`src/rtl/buff_uart_pkg.sv`:
```
// ----------------------------------------------------------------------------
// buff_uart_pkg
// Shared definitions for the buff_uart stream bridge:
//   - bridge_state_t : polling / transfer FSM state encoding
//   - DEFAULT_*      : buff_uart register map (RX data, TX data, status)
//   - *_BIT          : status register bit positions
// ----------------------------------------------------------------------------
package buff_uart_pkg;

    typedef enum logic [2:0] {
        ST_IDLE      = 3'd0,
        ST_STAT_REQ  = 3'd1,
        ST_STAT_WAIT = 3'd2,
        ST_DECIDE    = 3'd3,
        ST_RX_REQ    = 3'd4,
        ST_RX_WAIT   = 3'd5,
        ST_TX_PUSH   = 3'd6
    } bridge_state_t;

    localparam int DEFAULT_RX_ADDRESS     = 3;
    localparam int DEFAULT_TX_ADDRESS     = 4;
    localparam int DEFAULT_STATUS_ADDRESS = 5;

    localparam int DEFAULT_TX_FULL_BIT    = 0;
    localparam int DEFAULT_RX_AVAIL_BIT   = 1;

endpackage

```
`src/rtl/buff_uart_bridge_hold.sv`:
```
// ----------------------------------------------------------------------------
// buff_uart_bridge_hold
// One-entry valid/ready holding register.
//   clock, resetn          : clock / asynchronous active-low reset
//   wr_data, wr_valid      : entry load side
//   wr_ready               : high while the entry is empty
//   rd_data, rd_valid      : held entry (data stays put until drained)
//   rd_ready               : drains the entry when rd_valid is high
// A load and a drain never coincide: loads need the entry empty, drains
// need it full.
// ----------------------------------------------------------------------------
module buff_uart_bridge_hold #(
    parameter int width = 8
) (
    input  logic             clock,
    input  logic             resetn,
    input  logic [width-1:0] wr_data,
    input  logic             wr_valid,
    output logic             wr_ready,
    output logic [width-1:0] rd_data,
    output logic             rd_valid,
    input  logic             rd_ready
);

    logic [width-1:0] data_reg;
    logic             valid_reg;

    always_ff @(posedge clock or negedge resetn) begin
        if (!resetn) begin
            data_reg  <= '0;
            valid_reg <= 1'b0;
        end else if (valid_reg && rd_ready) begin
            // Data is left in place; only the valid flag drops.
            valid_reg <= 1'b0;
        end else if (wr_valid && !valid_reg) begin
            data_reg  <= wr_data;
            valid_reg <= 1'b1;
        end
    end

    assign wr_ready = !valid_reg;
    assign rd_data  = data_reg;
    assign rd_valid = valid_reg;

endmodule

```
`src/rtl/buff_uart_bridge.sv`:
```
// ----------------------------------------------------------------------------
// buff_uart_bridge
// Bridges a byte stream pair onto buff_uart's address/strobe register bus.
// The bridge polls the status register, then performs at most one transfer
// (RX read preferred over TX push) per poll.
//   clock, resetn                 : clock / asynchronous active-low reset
//   s_data, s_valid, s_ready      : TX byte stream in
//   m_data, m_valid, m_ready      : RX byte stream out
//   uart_active_address           : register address, valid with a strobe
//   uart_read_enable              : buff_uart takes uart_data_in (TX push)
//   uart_write_enable             : buff_uart drives uart_data_out (read)
//   uart_data_in                  : byte pushed to buff_uart
//   uart_data_out                 : read data, valid the cycle after strobe
// ----------------------------------------------------------------------------
module buff_uart_bridge
    import buff_uart_pkg::*;
#(
    parameter int width          = 8,
    parameter int addr_width     = 8,
    parameter int rx_address     = DEFAULT_RX_ADDRESS,
    parameter int tx_address     = DEFAULT_TX_ADDRESS,
    parameter int status_address = DEFAULT_STATUS_ADDRESS,
    parameter int tx_full_bit    = DEFAULT_TX_FULL_BIT,
    parameter int rx_avail_bit   = DEFAULT_RX_AVAIL_BIT,
    parameter int poll_gap       = 2
) (
    input  logic                  clock,
    input  logic                  resetn,
    input  logic [width-1:0]      s_data,
    input  logic                  s_valid,
    output logic                  s_ready,
    output logic [width-1:0]      m_data,
    output logic                  m_valid,
    input  logic                  m_ready,
    output logic [addr_width-1:0] uart_active_address,
    output logic                  uart_read_enable,
    output logic                  uart_write_enable,
    output logic [width-1:0]      uart_data_in,
    input  logic [width-1:0]      uart_data_out
);

    localparam int               CNT_W   = (poll_gap > 0) ? $clog2(poll_gap + 1) : 1;
    localparam logic [CNT_W-1:0] CNT_MAX = CNT_W'(poll_gap);

    bridge_state_t         state_reg;
    logic [CNT_W-1:0]      poll_cnt_reg;
    logic                  stat_tx_full_reg;
    logic                  stat_rx_avail_reg;
    logic [addr_width-1:0] address_reg;
    logic                  read_enable_reg;
    logic                  write_enable_reg;
    logic [width-1:0]      data_in_reg;

    logic                  tx_empty;
    logic                  tx_full;
    logic [width-1:0]      tx_data;
    logic                  rx_empty;
    logic                  tx_pop;
    logic                  rx_load;

    // tx_hold drains on the edge that ends the push strobe cycle; rx_hold
    // loads on the edge that ends the cycle after the RX read strobe.
    assign tx_pop  = (state_reg == ST_TX_PUSH);
    assign rx_load = (state_reg == ST_RX_WAIT);

    buff_uart_bridge_hold #(.width(width)) u_tx_hold (
        .clock    (clock),
        .resetn   (resetn),
        .wr_data  (s_data),
        .wr_valid (s_valid),
        .wr_ready (tx_empty),
        .rd_data  (tx_data),
        .rd_valid (tx_full),
        .rd_ready (tx_pop)
    );

    buff_uart_bridge_hold #(.width(width)) u_rx_hold (
        .clock    (clock),
        .resetn   (resetn),
        .wr_data  (uart_data_out),
        .wr_valid (rx_load),
        .wr_ready (rx_empty),
        .rd_data  (m_data),
        .rd_valid (m_valid),
        .rd_ready (m_ready)
    );

    // Gated with resetn so upstream sees not-ready throughout reset.
    assign s_ready = tx_empty & resetn;

    // Bus outputs are registered and set on the transition into the state
    // that owns the strobe, so each strobe lasts exactly that one state.
    always_ff @(posedge clock or negedge resetn) begin
        if (!resetn) begin
            state_reg         <= ST_IDLE;
            poll_cnt_reg      <= '0;
            stat_tx_full_reg  <= 1'b0;
            stat_rx_avail_reg <= 1'b0;
            address_reg       <= '0;
            read_enable_reg   <= 1'b0;
            write_enable_reg  <= 1'b0;
            data_in_reg       <= '0;
        end else begin
            read_enable_reg  <= 1'b0;
            write_enable_reg <= 1'b0;
            address_reg      <= '0;
            data_in_reg      <= '0;

            case (state_reg)
                ST_IDLE: begin
                    if (poll_cnt_reg == CNT_MAX) begin
                        // Only poll when a transfer could follow.
                        if (tx_full || rx_empty) begin
                            state_reg        <= ST_STAT_REQ;
                            write_enable_reg <= 1'b1;
                            address_reg      <= addr_width'(status_address);
                        end
                    end else begin
                        poll_cnt_reg <= poll_cnt_reg + CNT_W'(1);
                    end
                end

                ST_STAT_REQ: begin
                    state_reg <= ST_STAT_WAIT;
                end

                ST_STAT_WAIT: begin
                    stat_tx_full_reg  <= uart_data_out[tx_full_bit];
                    stat_rx_avail_reg <= uart_data_out[rx_avail_bit];
                    state_reg         <= ST_DECIDE;
                end

                ST_DECIDE: begin
                    // RX first so buff_uart's receive buffer cannot overflow
                    // while a TX byte waits.
                    if (stat_rx_avail_reg && rx_empty) begin
                        state_reg        <= ST_RX_REQ;
                        write_enable_reg <= 1'b1;
                        address_reg      <= addr_width'(rx_address);
                    end else if (tx_full && !stat_tx_full_reg) begin
                        state_reg       <= ST_TX_PUSH;
                        read_enable_reg <= 1'b1;
                        address_reg     <= addr_width'(tx_address);
                        data_in_reg     <= tx_data;
                    end else begin
                        state_reg    <= ST_IDLE;
                        poll_cnt_reg <= '0;
                    end
                end

                ST_RX_REQ: begin
                    state_reg <= ST_RX_WAIT;
                end

                ST_RX_WAIT: begin
                    state_reg <= ST_IDLE;
                end

                ST_TX_PUSH: begin
                    state_reg <= ST_IDLE;
                end

                default: begin
                    state_reg <= ST_IDLE;
                end
            endcase
        end
    end

    assign uart_active_address = address_reg;
    assign uart_read_enable    = read_enable_reg;
    assign uart_write_enable   = write_enable_reg;
    assign uart_data_in        = data_in_reg;

endmodule

```
`config.mk`:
```
export PLATFORM = sky130hd
export DESIGN_NAME = buff_uart_bridge
export DESIGN_NICKNAME = d
export VERILOG_FILES = /design/src/rtl/buff_uart_pkg.sv /design/src/rtl/buff_uart_bridge_hold.sv /design/src/rtl/buff_uart_bridge.sv
export SDC_FILE = /design/constraint.sdc
export NUM_CORES = 1
export LEC_CHECK = 0
export CAP_MARGIN = 20
export CORE_MARGIN = 2
export CORE_UTILIZATION = 49
export DETAILED_ROUTE_END_ITERATION = 10
export GPL_TIMING_DRIVEN = 0
export PLACE_DENSITY = 0.87
export RECOVER_POWER = 50
export SETUP_SLACK_MARGIN = 0.02
export SLEW_MARGIN = 30
export SYNTH_ARGS = -nofsm -noshare
export SYNTH_HDL_FRONTEND = slang
export SYNTH_SLANG_ARGS = --single-unit
```
`constraint.sdc`:
```
create_clock -name clock -period 2.3 [get_ports clock]
set_input_delay 0.46 -clock clock [delete_from_list [all_inputs] [get_ports clock]]
set_output_delay 0.46 -clock clock [all_outputs]
set_load 0.05 [all_outputs]
```
# --- Yosys cells after proc, flatten, opt, wreduce, memory -nomap -nowiden ---
# Cells that the tools add are included.
op_classes:
  n_addsub: 1
  multipliers: 0
  div_mod_pow: 0
  order_cmp: 0
  n_eq_ne: 12
  n_shift: 0
  mux: 28
  bitwise_logic: 3
  n_reduce_logical: 18
ops:
  columns: ["operator", "n"]
  rows:
  - ["$mux 3", 8]
  - ["$mux 8", 3]
  - ["$pmux 3 s5", 1]
  - ["$mux 1", 10]
  - ["$ne 2x2->1 const B", 5]
  - ["$eq 3x3->1 const B", 3]
  - ["$eq 3x2->1 const B", 2]
  - ["$logic_and 1x1->1", 6]
  - ["$mux 2", 3]
  - ["$pmux 3 s2", 1]
  - ["$reduce_and 2->1", 3]
  - ["$reduce_bool 2->1", 3]
  - ["$pmux 2 s2", 1]
  - ["$reduce_and 4->1", 1]
  - ["$eq 3x1->1 const B", 1]
  - ["$logic_not 1->1", 3]
  - ["$logic_not 3->1", 1]
  - ["$add 2x1->2 const B", 1]
  - ["$eq 2x2->1 const B", 1]
  - ["$not 1->1", 2]
  - ["$pmux 1 s2", 1]
  - ["$and 1x1->1", 1]
  - ["$logic_or 1x1->1", 1]
word_totals:
  regBits: 43
  latchBits: 0
  ramBits: 0
  rom_bits: 0
  in_bits: 20
  mem_count: 0

# --- Depth between registers and ports, before layout ---
logic_depth:
  ltp_word: 5
  ltp_mapped: 5
  mapped_depth_nobuf: 5

# --- Modules after synthesis ---
# Synthesis repeated with hierarchy kept, for this count alone.
hier_totals:
  cells_unflattened: 116
  area_unflattened_um2: 1611.5
by_module_without_submodules:
  columns: ["module", "n_inst", "cells_per_inst", "area_each_um2", "seq_area_each_um2"]
  rows:
  - ["buff_uart_bridge", 1, 74, 863.3, 475.5]
  - ["buff_uart_bridge_hold", 2, 21, 374.1, 225.2]

# --- Worst setup path after synthesis ---
# Ideal clock, no wire load.
synth_path:
  path_type: "input-to-output"
  startpoint: "input resetn"
  endpoint: "output s_ready"
  arrival_ps: 1167
  required_ps: 1840
  path_slack_ps: 673
  cell_stages: 1
  path_buffers: 0
  path_cell_list: "nor2b_1"
synth_between:
  elab_chain_len: 1
synth_lines:
  columns: ["element", "line", "rtl"]
  rows:
  - ["from (decl)", "buff_uart_bridge.sv:28", "input logic resetn,"]
  - ["$and 1x1->1", "buff_uart_bridge.sv:89", "assign s_ready = tx_empty & resetn;"]
  - ["to (decl)", "buff_uart_bridge.sv:31", "output logic s_ready,"]
# No other way between the ends.

# --- Worst setup path in the final report ---
layout_path:
  startpoint: "register u_rx_hold.valid_reg, in the netlist u_rx_hold.rd_valid"
  endpoint: "output m_valid"
layout_rtl:
  columns: ["element", "line", "rtl"]
  rows:
  - ["from (decl)", "buff_uart_bridge_hold.sv:26", "logic valid_reg;"]
  - ["from (signal assigned)", "buff_uart_bridge_hold.sv:31", "valid_reg <= 1'b0;"]
  - ["from (signal assigned)", "buff_uart_bridge_hold.sv:34", "valid_reg <= 1'b0;"]
  - ["from (signal assigned)", "buff_uart_bridge_hold.sv:37", "valid_reg <= 1'b1;"]
  - ["to (decl)", "buff_uart_bridge.sv:33", "output logic m_valid,"]
# No word-level cell between the ends.

==> summary.md <==
The number of stages on the worst setup path was 1. For this run the aggregate overflow at the end of global routing stands at 0. In this run the critical register-to-register path is captured at u_rx_hold.rd_data[5]. In this run the tool buffered the top-level ports with 42 buffer cells. In this run the remaining antenna-violating nets after routing total 0. Averaged over all synthesized cells, the footprint is 12.7 um2. Setup violations remaining at the end of the flow were counted as 0. Entering global routing, the biggest net connects 23 pins.

TritonCTS built the clock tree. Traced cell by cell, the critical path runs through clkdlybuf4s50_1. Leaving out fill and tap cells, the most frequent cells in the layout are sky130_fd_sc_hd__clkdlybuf4s50_1, sky130_fd_sc_hd__dfrtp_1, sky130_fd_sc_hd__mux2_1. The internal power of the cells totals 1580 uW.

The number of antenna violations at the first check in global routing is 0, and the die area is 0.00367 mm2. The multi-input combinational cells in the finished layout cover a total of 564 um2. For the mapped cell area, the log shows 0.00157 mm2. The logs give 1700 ps for the worst endpoint data arrival time and 19 for the violation count after the first detailed-routing iteration. After floorplanning, the core was divided into 20 placement rows. In the routed design, unresolved DRC markers number 0. The worst register-to-register path has a setup slack of 620 ps.

At the worst endpoint, the required time is 1840 ps. The tools report the total number of vias as 1,100. The H-tree was split into 2 levels. Of all nets on the critical path, the largest fanout is 7. Power share of the sequential group: 38.1%.

Largest area contributor in the synthesized netlist: sky130_fd_sc_hd__dfrtp_1. For this design, the slowest cell found on the critical path is sky130_fd_sc_hd__clkdlybuf4s50_1. Subtracting the final worst setup slack from the clock period gives 2160 ps.

Following the worst setup path forward leads to its endpoint at m_valid. STA classifies the critical path endpoint as an output pin. The logs give 69.5% for the fraction of the core area covered by cells at the end of the flow and 37 for the total clock sinks. Once the floorplan was initialized, standard cells occupied 51.4% of the core.

In this run the deepest clock path goes through 2 buffers. The tools report the origin of the worst setup path as u_rx_hold.rd_valid. The tree is rooted in a sky130_fd_sc_hd__clkbuf_4. The final cell count without fillers came out at 221. Across the routed clock network, the largest skew measured is 5.05 ps.

For this run, the number of Yosys warnings is 0. Derived from the worst setup path, the maximum achievable clock frequency is 0.462 GHz. Dividing total power by cell area gives a power density of 1290 mW/mm2.

The die width is 60.6 um, and the post-synthesis cell count is 123. In this run the worst hold path is classified as primary input to async pin. The number of iterations in the first detailed-routing pass was 4; the vias per cell was 4.98. After synthesis, the largest area contributor takes up 59.1% of total cell area. The switching power total is 1160 uW. The core outline area is 0.00305 mm2, and the detailed placement HPWL is 2370 um. The tools report the hold-fix buffer count after cts as 0. The count of buffer and inverter cells on the critical path was 1; the top-level port count was 48. The depth of the most critical reg-to-reg path works out to 3. After synthesis, the cell types taking the most area are sky130_fd_sc_hd__dfrtp_1, sky130_fd_sc_hd__mux2_1, sky130_fd_sc_hd__and2_1, sky130_fd_sc_hd__buf_4, sky130_fd_sc_hd__nor2b_1. Count of final max-slew check failures: 0. The register bit total from synthesis is 37.

The flow ran to the end, and the final reports show no timing, DRC or antenna violations. Clock tree synthesis inserted a total of 5 buffers. The post-route cell area came out at 0.00212 mm2. Combinational logic is responsible for 49.4% of the overall power. In this run switching power makes up 42.3% of total power.

Leaving out fill and tap cells, the most frequent cell in the layout is sky130_fd_sc_hd__clkdlybuf4s50_1. For the remaining max-slew budget at the tightest pin, the log shows 65.6%. In the final layout, the share of cells above drive strength 1 is 10.2%. The largest single stage delay on the critical path is 860 ps. The wire length of the first global-routing pass came out at 5280 um. Measured along the y axis, the die boundary spans 60.6 um. The max-cap check violation count is 0, and the aggregate global-route resource usage is 20.4%. The startpoint of the worst register-to-register path was u_rx_hold.rd_valid. The sort of element at the start of the critical path is a register. In this run, placement finished with an instance count of 214.

The cell family contributing the most delay on the critical path is buffers and inverters. The run gives 0 as the antenna cell count. Summing internal, switching and leakage power gives 2740 uW. Count of nets after finishing: 198. For the clock insertion delay at the later pin of the skew report, the log shows 340 ps. At the pin with the least slew margin, the transition time is 512 ps. Setup repair after global routing left no endpoint under its margin.

The setup path with the least slack is of type register to output pin. Clock-pin slew was measured on the worst setup and hold paths at 100 ps. The worst-case IR drop observed on VDD is 0.000903 V. The tools report the sequential fraction of the synthesis area as 59.1%. Static leakage: 0.000964 uW. Counting the fill cells in the layout gives 241. Dividing the detail-routed wire length by the instance count gives 14.7 um. The area after detailed placement is 0.00208 mm2, and the total count of hold-check failures in the final report is 0. The routed design has 3250 um of wire. The tightest hold path in the finished design has a slack of 38.0 ps. The number of distinct library cell variants in the gate-level netlist after synthesis is 37, and the number of global-route vias before repair is 1,163. From synthesis to final layout, the design area changed by 35.4%.

The final RePlAce weighted congestion is 0.813, and the part of the total power dissipated in the clock network is 12.5%. After layout, the worst path uses 94.1% of the clock period. The area used by sequential logic in the layout was 926 um2.
[layer usage]
layer | GRT usage, % | wire length [um] | vias up
met2 | 35.3 | 1670 | 43
li1 | - | - | 519
met4 | 12.7 | 107 | 0
met1 | 22.1 | 1300 | 527
met3 | 5.33 | 178 | 11
met5 | 0 | 0 | -
[metrics by stage]
step	setup TNS (ps)	worst slack, ps
5_1_grt	0	103
3_3_place_gp	-1300	-1300
2_1_floorplan	0	673
3_5_place_dp	-216	-216
4_1_cts	0	61.6
6_report	0	136
[power groups by stage]
stage / clock network (uW) / logic, uW / registers [uW]
2_1_floorplan: 0 / 579 / 1400
3_3_place_gp: 0 / 1310 / 1040
3_5_place_dp: 0 / 1360 / 1060
4_1_cts: 353 / 1370 / 1050
5_1_grt: 383 / 1450 / 1080
6_report: 343 / 1350 / 1040
[worst min-delay path by stage]
stage                     cells after the start  slack, ps              endpoint
after global routing                          1         40          state_reg[2]
after CTS                                     1         40  u_rx_hold.rd_data[1]
after detailed placement                      1        420  u_rx_hold.rd_data[5]
after global placement                        1        450       uart_data_in[6]
after floorplan                               0        160       poll_cnt_reg[0]
final                                         1         40       uart_data_in[5]
[cells by family (layout without fill, tap and decap cells)]
kind of cell | Yosys count | in the layout | share of synthesized area, %
compound gates | 14 | 14 | 5.83
fa+ha+maj | 1 | 1 | 0.798
buf+inv | 14 | 64 | 5.59
flops | 37 | 37 | 59.1
mux | 19 | 19 | 13.6
other cells | 1 | 5 | 0.239
simple gates | 37 | 37 | 14.9
[what timing repair did]
item                                    CTS  global route
endpoints found under the setup margin    1             1
setup buffers                             0             0
gates resized for setup                   1             2
gates cloned                              0             0
[Yosys cell counts (all sizes together)]
master,number
mux2,18
a22oi,1
nor2,3
o21ai,4
a21o,1
nand2,2
o211ai,1
and4b,1
a211oi,2
or3,1
nor3,3
nor4bb,1
a22o,1
a31oi,1
nand3,3
and3,1
dfrtp,37
clkbuf,1
nand4b,1
inv,2
conb,1
mux2i,1
nand2b,3
nor2b,5
or4,1
and3b,1
and2b,2
a21oi,2
and2,8
nor3b,1
buf,11
a31o,1
ha,1
[cell type report]
type / instances / area share [%]
sequential: 37 / 43.6
multi-input combinational: 76 / 26.6
timing repair buffer: 43 / 20.6
buffer: 12 / 3.65
clock buffer: 7 / 2.59
tap: 44 / 2.59
inverter: 2 / 0.354
No activity file was read; power rests on OpenSTA's default activity.
